[config.mk]
export PLATFORM = sky130hd
export DESIGN_NAME = vco_sinc3_adc
export DESIGN_NICKNAME = d
export VERILOG_FILES = /design/src/rtl/vco_sinc3_adc.sv
export SDC_FILE = /design/constraint.sdc
export NUM_CORES = 1
export LEC_CHECK = 0
export ABC_AREA = 1
export BUFFER_PORTS_ARGS = -buffer_cell sky130_fd_sc_hd__buf_4
export CORE_AREA = 2 2 174 159
export CTS_CLUSTER_SIZE = 24
export DETAILED_ROUTE_END_ITERATION = 7
export DIE_AREA = 0 0 176 161
export PLACE_DENSITY = 0.85
export SETUP_SLACK_MARGIN = 0.5
export SLEW_MARGIN = 25
export SYNTH_ARGS = -nofsm -noshare
export SYNTH_HDL_FRONTEND = slang
export SYNTH_SLANG_ARGS = --single-unit
[constraint.sdc]
create_clock -name clk -period 7.3 [get_ports clk]
set_clock_uncertainty 0.15 [all_clocks]
set_input_delay 0 -clock clk [delete_from_list [all_inputs] [get_ports clk]]
set_output_delay 0 -clock clk [all_outputs]
set_load 0.1 [all_outputs]
[src/rtl/vco_sinc3_adc.sv]
// vco_sinc3_adc: digital back-end of a ring-oscillator ADC.
// Synchronizes the asynchronous VCO phase and turns every phase transition
// into a 1-bit pulse. A third-order CIC (sinc3) decimator with run-time
// ratio R = oversample_in + 1 then produces one sample per R clocks.
// Ports:
//   clk            system clock
//   rst            asynchronous reset, active-low
//   oversample_in  decimation ratio minus one (change only while disabled)
//   enable_in      converter run enable, synchronous to clk
//   phase_in       raw VCO phase, asynchronous to clk
//   data_out       latest filtered sample (unsigned, registered)
//   data_valid_out one-cycle strobe when data_out is updated (registered)
module vco_sinc3_adc #(
  parameter int unsigned DATA_W      = 32,
  parameter int unsigned OSR_W       = 10,
  parameter int unsigned SYNC_STAGES = 2
) (
  input  logic              clk,
  input  logic              rst,
  input  logic [OSR_W-1:0]  oversample_in,
  input  logic              enable_in,
  input  logic              phase_in,
  output logic [DATA_W-1:0] data_out,
  output logic              data_valid_out
);

  localparam int unsigned PRIME_W = 2;
  localparam logic [PRIME_W-1:0] PRIME_DONE = PRIME_W'(3);

  logic [SYNC_STAGES-1:0] sync_q;
  logic                   ph_d_q;
  logic                   ph_s_c;
  logic                   edge_c;

  logic [DATA_W-1:0]  i1_q, i2_q, i3_q, i1_d, i2_d, i3_d;
  logic [DATA_W-1:0]  d1_q, d2_q, d3_q, d1_d, d2_d, d3_d;
  logic [DATA_W-1:0]  c1_c, c2_c, c3_c;
  logic [OSR_W-1:0]   cnt_q, cnt_d;
  logic [PRIME_W-1:0] prime_q, prime_d;
  logic [DATA_W-1:0]  dout_d;
  logic               valid_d;
  logic               tick_c;

  // Phase synchronizer plus one history flop; runs regardless of enable.
  always_ff @(posedge clk or negedge rst) begin
    if (!rst) begin
      sync_q <= '0;
      ph_d_q <= 1'b0;
    end else begin
      sync_q <= {sync_q[SYNC_STAGES-2:0], phase_in};
      ph_d_q <= ph_s_c;
    end
  end

  assign ph_s_c = sync_q[SYNC_STAGES-1];
  // Both rising and falling phase transitions count as one pulse.
  assign edge_c = ph_s_c ^ ph_d_q;

  // Live ">=" compare so a ratio change while running can never strand the counter.
  assign tick_c = (cnt_q >= oversample_in);

  // Combs chain on the decimated i3 sample; modulo wrap cancels integrator overflow.
  assign c1_c = i3_q - d1_q;
  assign c2_c = c1_c - d2_q;
  assign c3_c = c2_c - d3_q;

  // Next-state for integrators, comb delays, decimation and priming.
  always_comb begin
    i1_d    = i1_q;
    i2_d    = i2_q;
    i3_d    = i3_q;
    d1_d    = d1_q;
    d2_d    = d2_q;
    d3_d    = d3_q;
    cnt_d   = cnt_q;
    prime_d = prime_q;
    dout_d  = data_out;
    valid_d = 1'b0;

    if (!enable_in) begin
      i1_d    = '0;
      i2_d    = '0;
      i3_d    = '0;
      d1_d    = '0;
      d2_d    = '0;
      d3_d    = '0;
      cnt_d   = '0;
      prime_d = '0;
    end else begin
      i1_d = i1_q + DATA_W'(edge_c);
      i2_d = i2_q + i1_q;
      i3_d = i3_q + i2_q;
      if (tick_c) begin
        cnt_d = '0;
        d1_d  = i3_q;
        d2_d  = c1_c;
        d3_d  = c2_c;
        // First three ticks only fill the comb delays.
        if (prime_q == PRIME_DONE) begin
          dout_d  = c3_c;
          valid_d = 1'b1;
        end else begin
          prime_d = prime_q + PRIME_W'(1);
        end
      end else begin
        cnt_d = cnt_q + OSR_W'(1);
      end
    end
  end

  // Filter state and output registers.
  always_ff @(posedge clk or negedge rst) begin
    if (!rst) begin
      i1_q           <= '0;
      i2_q           <= '0;
      i3_q           <= '0;
      d1_q           <= '0;
      d2_q           <= '0;
      d3_q           <= '0;
      cnt_q          <= '0;
      prime_q        <= '0;
      data_out       <= '0;
      data_valid_out <= 1'b0;
    end else begin
      i1_q           <= i1_d;
      i2_q           <= i2_d;
      i3_q           <= i3_d;
      d1_q           <= d1_d;
      d2_q           <= d2_d;
      d3_q           <= d3_d;
      cnt_q          <= cnt_d;
      prime_q        <= prime_d;
      data_out       <= dout_d;
      data_valid_out <= valid_d;
    end
  end

endmodule

==> Yosys cells after proc, flatten, opt, wreduce, memory -nomap -nowiden <==
Index checks and enable logic that the tools add are counted.
{ "classes": {"magnitude_cmp": 1, "add_sub_neg": 8, "bitwise_logic": 1, "reduce_logical": 2, "n_eq_ne": 3, "n_mux": 17} }
{ "ops": {"columns": ["operator", "n"], "rows": [
  ["$mux 32", 9],
  ["$sub 32x32->32", 3],
  ["$add 32x32->32", 2],
  ["$add 32x1->32", 1],
  ["$mux 10", 2],
  ["$add 10x1->10 const B", 1],
  ["$ge 10x10->1", 1],
  ["$mux 2", 3],
  ["$mux 1", 3],
  ["$reduce_and 3->1", 1],
  ["$add 2x1->2 const B", 1],
  ["$eq 2x2->1 const B", 1],
  ["$ne 2x1->1 const B", 1],
  ["$ne 2x2->1 const B", 1],
  ["$reduce_and 2->1", 1],
  ["$xor 1x1->1", 1]
]} }
{ "totals": {"ff_bits": 240, "inputBits": 14, "word_cells": 44, "out_inout_bits": 33} }

==> Longest topological paths before layout <==
Gate-level depths: netlist of run 1.
{ "logic_depth": {"ltp_word": 4, "ltp_mapped": 37, "mapped_depth_nobuf": 37} }

==> Least setup slack after synthesis of run 1 <==
Ideal clock, no wire load.
{ "synth_path": {"kind": "reg2reg", "startpoint": "register i3_q[0]", "endpoint": "register data_out[30]", "arrival_ns": 4.552, "synth_period_minus_slack_ns": 4.784, "n_path_buf": 0, "stages_incl_launch_ff": 34, "setup_ns": 0.082, "path_slack_ns": 2.516, "required_ns": 7.068, "path_cell_list": "dfrtp_1 inv_1 ha_1 inv_1 fa_1 nand2_1 inv_1 nand2_1 nand2_1 nand2_1 nand2_1 a21oi_1 o21ai_1 nand2_1 nand2_1 xnor2_1 inv_1 ha_1 nand2_1 nor4_1 nand3b_1 nand3_1 a21o_1 nand4_1 nand2_1 nand2_1 and2_1 ha_1 inv_1 nor4_1 nand4_1 nand2_1 nand2_1 a31oi_1"} }
{ "synth_via": {"elab_chain_cells": 3} }
{ "synth_lines": {"columns": ["item", "line_no", "rtl"], "rows": [
  ["from (decl)", "35", "logic [DATA_W-1:0] i1_q, i2_q, i3_q, i1_d, i2_d, i3_d;"],
  ["from (signal assigned)", "127", "i3_q <= i3_d;"],
  ["$sub 32x32->32", "63", "assign c1_c = i3_q - d1_q;"],
  ["$sub 32x32->32", "64", "assign c2_c = c1_c - d2_q;"],
  ["$sub 32x32->32", "65", "assign c3_c = c2_c - d3_q;"],
  ["to (signal assigned)", "133", "data_out <= dout_d;"],
  ["to (decl)", "23", "output logic [DATA_W-1:0] data_out,"]
]} }
No other way between the ends.
A chain may end at the register's enable or synchronous reset.

==> Worst setup path in the final report of run 1 <==
{ "layout_path": {"startpoint": "register i3_q[0]", "endpoint": "register data_out[26]"} }
Same word-level chain as after synthesis.

==> results of run 1 <==
==> final cells by class <==
class	instances	area [um^2]	area share
sequential	240	6010	0.311
clock inverter	14	195	0.0101
clock buffer	37	806	0.0417
timing repair buffer	58	488	0.0252
multi-input combinational	1783	10200	0.528
inverter	316	1190	0.0613
tap	354	443	0.0229
==> routing by layer <==
metal  wire (um)  vias up  track usage
li1            -     8055            -
met1       19700     7646        0.420
met2       22200      480        0.579
met3        1990      109       0.0337
met4        1670        0        0.112
met5           0        -            0
==> worst reg2reg max path, delay by kind of cell (launching register included) <==
| family | cells | cell delay, ps |
|---|---|---|
| AND/OR/NAND/NOR | 15 | 1930 |
| XOR/XNOR | 2 | 400 |
| buffers and inverters | 4 | 280 |
| AO/OA/AOI/OAI | 6 | 1150 |
| flip-flops | 1 | 400 |
| adder cells (fa/ha/maj) | 4 | 1200 |
==> cells by family after synthesis <==
kind of cell             count (synthesis)  share of synthesized area
AO/OA/AOI/OAI                          572                      0.180
XOR/XNOR                                94                     0.0469
adder cells (fa/ha/maj)                174                      0.126
buffers and inverters                  354                     0.0765
flip-flops                             240                      0.342
AND/OR/NAND/NOR                        943                      0.229
==> repair_timing <==
action,4_1_cts,5_1_grt
endpoints found under the hold margin,147,0
hold buffers,6,0
gates resized for setup,0,0
==> sequential cells by signal (all words and copies together), names as in the netlist <==
signal          count
data_valid_out      1
sync_q              2
i2_q               32
i3_q               32
i1_q               32
d2_q               32
data_out           32
d1_q               32
prime_q             2
d3_q               32
cnt_q              10
ph_d_q              1
==> stage by stage <==
step / setup slack, ps / hold WS (ps)
3_5_place_dp: 1790 / -135
4_1_cts: 1730 / 127
3_3_place_gp: 1970 / -138
2_1_floorplan: 2520 / -446
6_report: 1680 / 135
5_1_grt: 973 / 200
==> cells in the final DEF, fill, tap and decap left out, types with 4 or more instances in the layout <==
master / instances
a21o_1: 21
nand2_2: 5
nor4_1: 6
or2_2: 4
and2_1: 9
xor2_1: 54
a21oi_1: 233
fa_1: 5
xnor2_1: 40
nand4_1: 22
o311ai_0: 5
buf_4: 50
o211ai_1: 4
bufinv_16: 5
clkbuf_16: 29
nor2_4: 5
nor2_1: 219
o221ai_1: 6
o21a_1: 17
ha_1: 169
nand3_2: 5
inv_2: 6
nor3b_1: 4
dfrtp_1: 240
o21ai_0: 203
o22ai_1: 10
a31oi_1: 20
nor3_1: 39
nand2_1: 507
o21ai_1: 20
o21bai_1: 8
inv_1: 308
dlygate4sd3_1: 5
o21ai_2: 4
clkbuf_8: 5
clkinv_2: 9
nand3_1: 98
nor2_2: 5
==> worst min-delay path by stage <==
stage	start	endpoint	slack (ps)	depth (start not counted)
after floorplan	rst	cnt_q[0]$_DFF_PN0_	-450	0
after global placement	rst	cnt_q[7]$_DFF_PN0_	-140	1
after detailed placement	rst	cnt_q[7]$_DFF_PN0_	-130	1
after CTS	oversample_in[1]	prime_q[1]$_DFFE_PN0P_	130	7
after global routing	sync_q[0]$_DFF_PN0_	sync_q[1]$_DFF_PN0_	200	0
final	oversample_in[1]	prime_q[1]$_DFFE_PN0P_	130	7
==> synth_stat cells (5+ instances only) <==
library cell	instances	area, um^2
xor2_1	54	473
nor2_4	5	56.3
fa_1	5	100
clkbuf_1	24	90.1
nor3_1	39	195
nand2_2	5	31.3
and2_1	9	56.3
o21ai_1	20	100
nand2_1	507	1900
a31oi_1	20	125
nor4_1	6	37.5
nand4_1	22	138
nand3_2	5	50.1
o21a_1	17	128
buf_2	12	60.1
o21bai_1	8	60.1
a21oi_1	233	1170
o22ai_1	10	62.6
a21o_1	21	158
o221ai_1	6	52.6
o311ai_0	5	43.8
dfrtp_1	240	6010
o21ai_0	203	1020
nor2_2	5	31.3
nor2_1	219	822
ha_1	169	2110
inv_1	310	1160
xnor2_1	40	350
nand3_1	98	490
==> report_power, final <==
group | total [W] | switching (W) | leakage [nW] | internal, W
clock | 0.00152 | 0.000572 | 0.503 | 0.000947
combinational | 0.00524 | 0.00334 | 5.96 | 0.00189
sequential | 0.00136 | 0.0000136 | 3.34 | 0.00134
==> results.toml, run 1 <==
[worst_setup_path]
crit_path_end_kind = "flop"
path_depth = 31
startpoint_type = "flop"
ff2ff_path_depth = 31
arrival_ps = 5900
regToRegEndpoint = "data_out[26]$_DFFE_PN0P_"
critPathMaxStageDelay_ps = 400
crit_fanout = 6
cpMostUsedCell = "nand2_1"
cp-endpoint = "data_out[26]$_DFFE_PN0P_"
timing.critical_path.buf_inv = 4
required_ps = 7580
r2r-start = "i3_q[0]$_DFF_PN0_"
r2r_slack_ps = 1680
crit_family = "simple AND/OR/NAND/NOR gates"
crit_start = "i3_q[0]$_DFF_PN0_"
crit_slowest_cell = "dfrtp_1"
crit_type = "reg2reg"

[logic_synthesis]
yosysSeqAreaShare = 0.342
synthArstFlopShare = 1.00
postSynthCellCount = 2377
ys_seq_elements = 240
synth.net_count = 2565
syn-cell-area_um2 = 17600
synth_cell_types = 56
synth_warnings = 0
synthFlopType = "dfrtp_1"
synth_edf_count = 0
postSynthAreaPerCell_um2 = 7.39

[timing]
final_max_slew_viol_count = 0
hold_viol = 0
period_needed_ps = 5620
rsz0062_at_grt = "false"
worstMarginPinSlew_ps = 1010
setup_violations = 0
maxSlewHeadroom = 0.327
finalCritPeriodShare = 0.770
fmax_mhz = 178
setup_tns_ps = 0

[placed_design]
placed_area_um2 = 18300
place_inst = 2745
port_buffers = 46
dpl.hpwl_mm = 34.0
gp_congestion = 0.925

[floorplan]
initial_core_util = 0.660
rows = 57
dieArea_um2 = 28300
die_x_um = 176
ios = 47
core-area_um2 = 26600
die_h_um = 161

[global_route]
grt_max_degree = 164
antenna_found_initial = 0
grt-ovfl-total = 0
grt_first_pass_wirelength_mm = 76.7
grt_pass1_vias = 15900
grt_use_total = 0.327

[run]
max_cap_violations = 0

[clocking]
path_clk_slew_ps = 60
post_cts_buffers = 0
clock_path_buffers = 3
clock_latency_ps = 550
cts_tree = "yes"
cts_sinks = 240
htreeDepth = 1
cts_root_buffer = "clkbuf_16"
cts_inserted_buffers = 28

[finish]
fin_cells = 2802
fin_util = 0.727
stdcell_area_um2 = 19300
layout-drive-gt1-share = 0.0600
area_growth_syn_to_layout_pct = 10.1
final_nets = 2615
n_antenna_cell = 0
fillers = 2079

[power_and_ir_drop]
ir_drop_mv = 0.281
leakagePower_nw = 9.81
finalPower_w = 0.00811
power_density_nw_per_um2 = 419

[route]
finalWirelength_mm = 45.6
route.detailed.vias_per_inst = 5.81
ant_nets = 0
via_count = 16300
drtPass1Iterations = 6
drt-initial-drc-count = 1128
drc = 0
wl_per_cell_um = 16.3

[outcome]
status = "completed"

[min_path]
hold_class = "in2reg"
Power figures use the tool's default switching activity.
==> run 2, diff against run 1 <==
- CORE_AREA: 2 2 174 159 -> 2 2 178 163
- DIE_AREA: 0 0 176 161 -> 0 0 180 165
- PLACE_DENSITY: 0.85 -> 0.82
- clock period: 7.3 -> 5.67 ns (I/O delays scaled with it)
==> run 2 against run 1 <==
  * Total power rose by 52%
  * Global-route usage decreased by 1.8 points
  * First-iteration DRC count fell by 5.2%
  * Clock power increased by 27%
  * Via count is essentially flat
  * Hold slack lost 6.8 ps
  * Die area rose by 4.8%
  * Worst setup slack got worse by 1100 ps
  * Non-clock buffer count increased by 21
  * Sequential power up 29%
  * Critical endpoint is now data_out[30]$_DFFE_PN0P_
==> results.toml, run 2 (synthesis results as in run 1) <==
[outcome]
status = "completed"

[floorplan]
die_x_um = 180
core-area_um2 = 27600
dieArea_um2 = 29700
initial_core_util = 0.635
ios = 47
die_h_um = 165
rows = 58

[clocking]
clock_latency_ps = 550
cts_inserted_buffers = 28
cts_sinks = 240
cts_root_buffer = "clkbuf_16"
clock_path_buffers = 3
path_clk_slew_ps = 60
cts_tree = "yes"
htreeDepth = 1

[finish]
n_antenna_cell = 0
final_nets = 2636
mostFrequentLayoutCells = "485 x nand2_1, 300 x inv_1, 238 x dfrtp_1"
area_growth_syn_to_layout_pct = 15.3
fillers = 2180
layout_commonest_cell = "nand2_1"
layout-drive-gt1-share = 0.123
multi_input_area_um2 = 11000
regArea_um2 = 6010

[timing]
setup_tns_ps = 0
finalWorstSetupSlack_ps = 532
period_needed_ps = 5140
fmax_mhz = 195
worstMarginPinSlew_ps = 833
final_max_slew_viol_count = 0
finalCritPeriodShare = 0.906
maxSlewHeadroom = 0.445
setup_violations = 0
rsz0062_at_grt = "true"
hold_viol = 0

[power_and_ir_drop]
ir_drop_mv = 0.473
p_switching_w = 0.00591
swShare = 0.481
pwr-share-seq = 0.142
pwr-share-clk = 0.157
power_density_nw_per_um2 = 607
p_comb_frac = 0.701
p_int_w = 0.00639
leakagePower_nw = 9.99

[route]
finalWirelength_mm = 46.6
drt-initial-drc-count = 1069
route.detailed.vias_per_inst = 5.76
top_layer = "met4"
wl_met1_mm = 20.1
drc = 0
via_count = 16300
drtPass1Iterations = 5
wl_met3_mm = 2.05
wl_met2_mm = 22.6
wl_per_cell_um = 16.5
ant_nets = 0

[global_route]
grt-ovfl-total = 0
grt_max_degree = 132
grt_use_total = 0.309
grt_first_pass_wirelength_mm = 76.2
grt_pass1_vias = 15900
antenna_found_initial = 0

[worst_setup_path]
startpoint_type = "flop"
r2r-start = "i3_q[0]$_DFF_PN0_"
crit_type = "reg2reg"
required_ps = 5980
crit_fanout = 5
ff2ff_path_depth = 32
crit_slowest_cell = "dfrtp_1"
crit_path_end_kind = "flop"
r2r_slack_ps = 530
arrival_ps = 5450
regToRegEndpoint = "data_out[30]$_DFFE_PN0P_"
critPathMaxStageDelay_ps = 380

[placed_design]
dpl.hpwl_mm = 33.8
gp_congestion = 0.940
port_buffers = 46
pre_cts_slack_ps = 182

[min_path]
hp-start = "oversample_in[1]"
hold_path_depth = 7
hold_end = "prime_q[1]$_DFFE_PN0P_"
hold_class = "in2reg"

[run]
max_cap_violations = 0
## run 2: critical path, delay by kind of cell (launching register included)
family | cells | cell delay, ps
buf+inv | 5 | 470
compound gates | 5 | 840
fa+ha+maj | 4 | 1120
simple gates | 16 | 1720
flops | 1 | 380
xor+xnor | 2 | 360
## run 2: final cells by class
type / count / area share
Clock inverter: 11 / 0.00815
Timing Repair Buffer: 79 / 0.0310
Multi-Input combinational cell: 1783 / 0.543
Sequential cell: 240 / 0.297
Tap cell: 360 / 0.0222
Inverter: 316 / 0.0588
Clock buffer: 38 / 0.0405
## run 2: power by group through the flow
stage	Sequential [W]	Clock, W	Combinational [W]
after floorplan	0.00177	0	0.00508
after global placement	0.00177	0	0.00658
after detailed placement	0.00178	0	0.00663
after CTS	0.00174	0.00196	0.00699
after global routing	0.00175	0.00203	0.00952
final	0.00175	0.00193	0.00862
## run 2: stage by stage
step | instances | instance area [um^2] | hold WS, ps | total power (W) | utilization
final | 2827 | 20300 | 128 | 0.0123 | 0.733
after CTS | 2811 | 19500 | 110 | 0.0107 | 0.705
after detailed placement | 2754 | 18300 | -37.6 | 0.00841 | 0.661
after floorplan | 2377 | 17600 | -446 | 0.00685 | -
after global routing | 2827 | 20300 | 216 | 0.0133 | 0.733
after global placement | 2754 | 18300 | -40.4 | 0.00835 | 0.661
## run 2: per-layer routing
metal	vias up	track usage
met3	126	0.0377
met4	0	0.134
li1	8063	-
met1	7612	0.385
met5	-	0
met2	481	0.545
## run 2: what timing repair did
item	4_1_cts	5_1_grt
setup buffers	2	16
pin swaps	10	50
endpoints found under the setup margin	9	18
gates resized for setup	29	145
hold buffers	6	0
endpoints found under the hold margin	179	0
## run 2: worst max path at each step
| stage | slack (ps) | cells past startpoint | from | endpoint |
|---|---|---|---|---|
| 5_1_grt | 290 | 31 | i3_q[0]$_DFF_PN0_ | data_out[30]$_DFFE_PN0P_ |
| 3_5_place_dp | 180 | 31 | i3_q[0]$_DFF_PN0_ | data_out[26]$_DFFE_PN0P_ |
| 6_report | 530 | 32 | i3_q[0]$_DFF_PN0_ | data_out[30]$_DFFE_PN0P_ |
| 2_1_floorplan | 890 | 33 | i3_q[0]$_DFF_PN0_ | data_out[30]$_DFFE_PN0P_ |
| 4_1_cts | 460 | 31 | i3_q[0]$_DFF_PN0_ | data_out[26]$_DFFE_PN0P_ |
| 3_3_place_gp | 390 | 33 | i3_q[0]$_DFF_PN0_ | data_out[30]$_DFFE_PN0P_ |
==> run 3, diff against run 2 <==
- ABC_AREA: 1 -> unset
- CORE_AREA: 2 2 178 163 -> 2 2 173 158
- DIE_AREA: 0 0 180 165 -> 0 0 175 160
==> run 3 against run 2 <==
  * The flow now finishes with violations (negative setup slack)
  * Via count fell by 13%
  * Final cell count down 14%
  * Hold slack better by 72 ps
  * Critical endpoint is now data_out[29]$_DFFE_PN0P_
  * Largest cell class unchanged
==> results.toml, run 3 <==
[outcome]
status = "finished, violations left"
violations = "negative setup slack"

[power_and_ir_drop]
pwr-share-clk = 0.147
pwr-share-seq = 0.149
finalPower_w = 0.0117
power_density_nw_per_um2 = 603
p_int_w = 0.00670
leakagePower_nw = 9.38
p_comb_frac = 0.704
ir_drop_mv = 0.531
swShare = 0.428
p_switching_w = 0.00501

[worst_setup_path]
crit_slowest_cell = "dfrtp_1"
ff2ff_path_depth = 32
crit_type = "reg2reg"
crit_fanout = 4
regToRegEndpoint = "data_out[29]$_DFFE_PN0P_"
required_ps = 5930
crit_family = "compound AO/OA/AOI/OAI gates"
r2r_slack_ps = -350
arrival_ps = 6280
crit_path_end_kind = "flop"
timing.critical_path.buf_inv = 3
crit_start = "i3_q[0]$_DFF_PN0_"
critPathMaxStageDelay_ps = 380
path_depth = 32
r2r-start = "i3_q[0]$_DFF_PN0_"
startpoint_type = "flop"
cp-endpoint = "data_out[29]$_DFFE_PN0P_"

[finish]
layout_commonest_cell = "nand2_1"
area_growth_syn_to_layout_pct = 16.7
n_antenna_cell = 0
fillers = 1824
final_nets = 2241
layout-drive-gt1-share = 0.136
fin_util = 0.733
mostFrequentLayoutCells = "275 x nand2_1, 240 x dfrtp_1, 173 x a21oi_1"
fin_cells = 2425

[route]
drtPass1Iterations = 6
via_count = 14100
drc = 0
wl_per_cell_um = 15.5
drt-initial-drc-count = 796
route.detailed.vias_per_inst = 5.81
finalWirelength_mm = 37.6
ant_nets = 0

[logic_synthesis]
synth.top_cells.by_area = "dfrtp_1 36%, ha_1 13%, nand2_1 6.3%"
synthFlopType = "dfrtp_1"
synth_common_cells = "279 x nand2_1, 240 x dfrtp_1, 197 x a21oi_1"
postSynthAreaPerCell_um2 = 8.55
synthSimpleGateAreaFrac = 0.169
synthAdderAreaFrac = 0.133
synth_top_area_share = 0.361
synth_top_family_by_area = "compound AO/OA/AOI/OAI gates"
syn-cell-area_um2 = 16600
synth_cell_types = 66
synthArstFlopShare = 1.00
synth_warnings = 0
synth_mux_area_frac = 0.000677
postSynthCellCount = 1944
yosysSeqAreaShare = 0.361
ys_seq_elements = 240
synth_compound_gate_area_share = 0.200
synth_top_area_cell = "dfrtp_1"
synth_most_common_cell = "nand2_1"
synth.net_count = 2132
synth_xor_area_frac = 0.0922
synth_edf_count = 0

[placed_design]
place_inst = 2329
dpl.hpwl_mm = 24.3
port_buffers = 46
gp_congestion = 0.935

[timing]
final_max_slew_viol_count = 0
setup_violations = 10
finalCritPeriodShare = 1.06
rsz0062_at_grt = "true"
period_needed_ps = 6020
worstMarginPinSlew_ps = 965
maxSlewHeadroom = 0.357
finalWorstSetupSlack_ps = -349
fmax_mhz = 166
hold_viol = 0

[global_route]
antenna_found_initial = 0
grt_first_pass_wirelength_mm = 60.8
grt-ovfl-total = 0
grt_use_total = 0.254
grt_pass1_vias = 13200
grt_max_degree = 167

[clocking]
path_clk_slew_ps = 60
cts_tree = "yes"
htreeDepth = 1
cts_root_buffer = "clkbuf_16"
cts_sinks = 240
clock_path_buffers = 3
cts_inserted_buffers = 27
clock_latency_ps = 550

[floorplan]
initial_core_util = 0.628
rows = 57
die_h_um = 160
core-area_um2 = 26500
dieArea_um2 = 28000
die_x_um = 175
ios = 47

[min_path]
hold_class = "reg2reg"

[run]
max_cap_violations = 0
-- run 3: metal layers --
metal | vias up | global-route usage | part of all wire
met4 | 0 | 0.0678 | 0.033
met3 | 115 | 0.0298 | 0.042
met2 | 360 | 0.437 | 0.48
li1 | 6973 | - | -
met1 | 6652 | 0.342 | 0.45
met5 | - | 0 | 0
-- run 3: cell type report --
class                   count  area (um^2)  share of cell area
clock inverters             8         75.1             0.00387
multi-input cells        1511        10500               0.539
well taps                 354          443              0.0228
inverters                 140          528              0.0272
flip-flops and latches    240         6010               0.310
clock buffers              39          801              0.0413
repair buffers            133         1100              0.0566
-- run 3: power groups by stage --
stage	logic (W)	registers [W]	clock network (W)
final	0.00824	0.00174	0.00172
after global routing	0.00883	0.00175	0.00182
after CTS	0.00670	0.00174	0.00174
after detailed placement	0.00605	0.00178	0
after global placement	0.00590	0.00177	0
after floorplan	0.00468	0.00177	0
-- run 3: how the worst min path moves through the flow --
| stage | start | endpoint | slack, ps | cells after the start |
|---|---|---|---|---|
| global route | sync_q[0]$_DFF_PN0_ | sync_q[1]$_DFF_PN0_ | 210 | 0 |
| detailed placement | rst | data_out[1]$_DFFE_PN0P_ | -150 | 1 |
| finish | sync_q[0]$_DFF_PN0_ | sync_q[1]$_DFF_PN0_ | 200 | 0 |
| floorplan | rst | cnt_q[0]$_DFF_PN0_ | -450 | 0 |
| global placement | rst | data_out[0]$_DFFE_PN0P_ | -150 | 1 |
| CTS | sync_q[0]$_DFF_PN0_ | sync_q[1]$_DFF_PN0_ | 200 | 0 |
-- run 3: repair_timing --
item,in CTS,in global routing
endpoints found under the hold margin,185,0
setup endpoints to repair,15,22
hold buffers,6,0
pin swaps,40,57
resized for setup,41,72
setup buffers,22,21
-- run 3: kinds of logic (layout without fill, tap and decap cells) --
family / Yosys count / after routing
adder cells (fa/ha/maj): 174 / 174
AND/OR/NAND/NOR: 632 / 632
flip-flops: 240 / 240
XOR/XNOR: 175 / 175
AO/OA/AOI/OAI: 529 / 529
multiplexers: 1 / 1
buffers and inverters: 193 / 320
-- run 3: stage by stage --
| stage | area [um^2] | hold slack, ps | TNS, ps | setup slack (ps) |
|---|---|---|---|---|
| 2_1_floorplan | 16700 | -446 | 0 | 261 |
| 3_3_place_gp | 17600 | -147 | 0 | 17.1 |
| 3_5_place_dp | 17600 | -149 | -370 | -94.2 |
| 4_1_cts | 18900 | 200 | -195 | -66.2 |
| 5_1_grt | 19400 | 211 | -4780 | -611 |
| 6_report | 19400 | 200 | -2020 | -349 |
-- run 3: worst reg2reg max path, delay by kind of cell (launching register included) --
kind	cells	cell delay (ps)
xor+xnor	2	370
buf+inv	3	200
simple gates	9	1290
compound gates	14	2340
flops	1	380
fa+ha+maj	4	1160
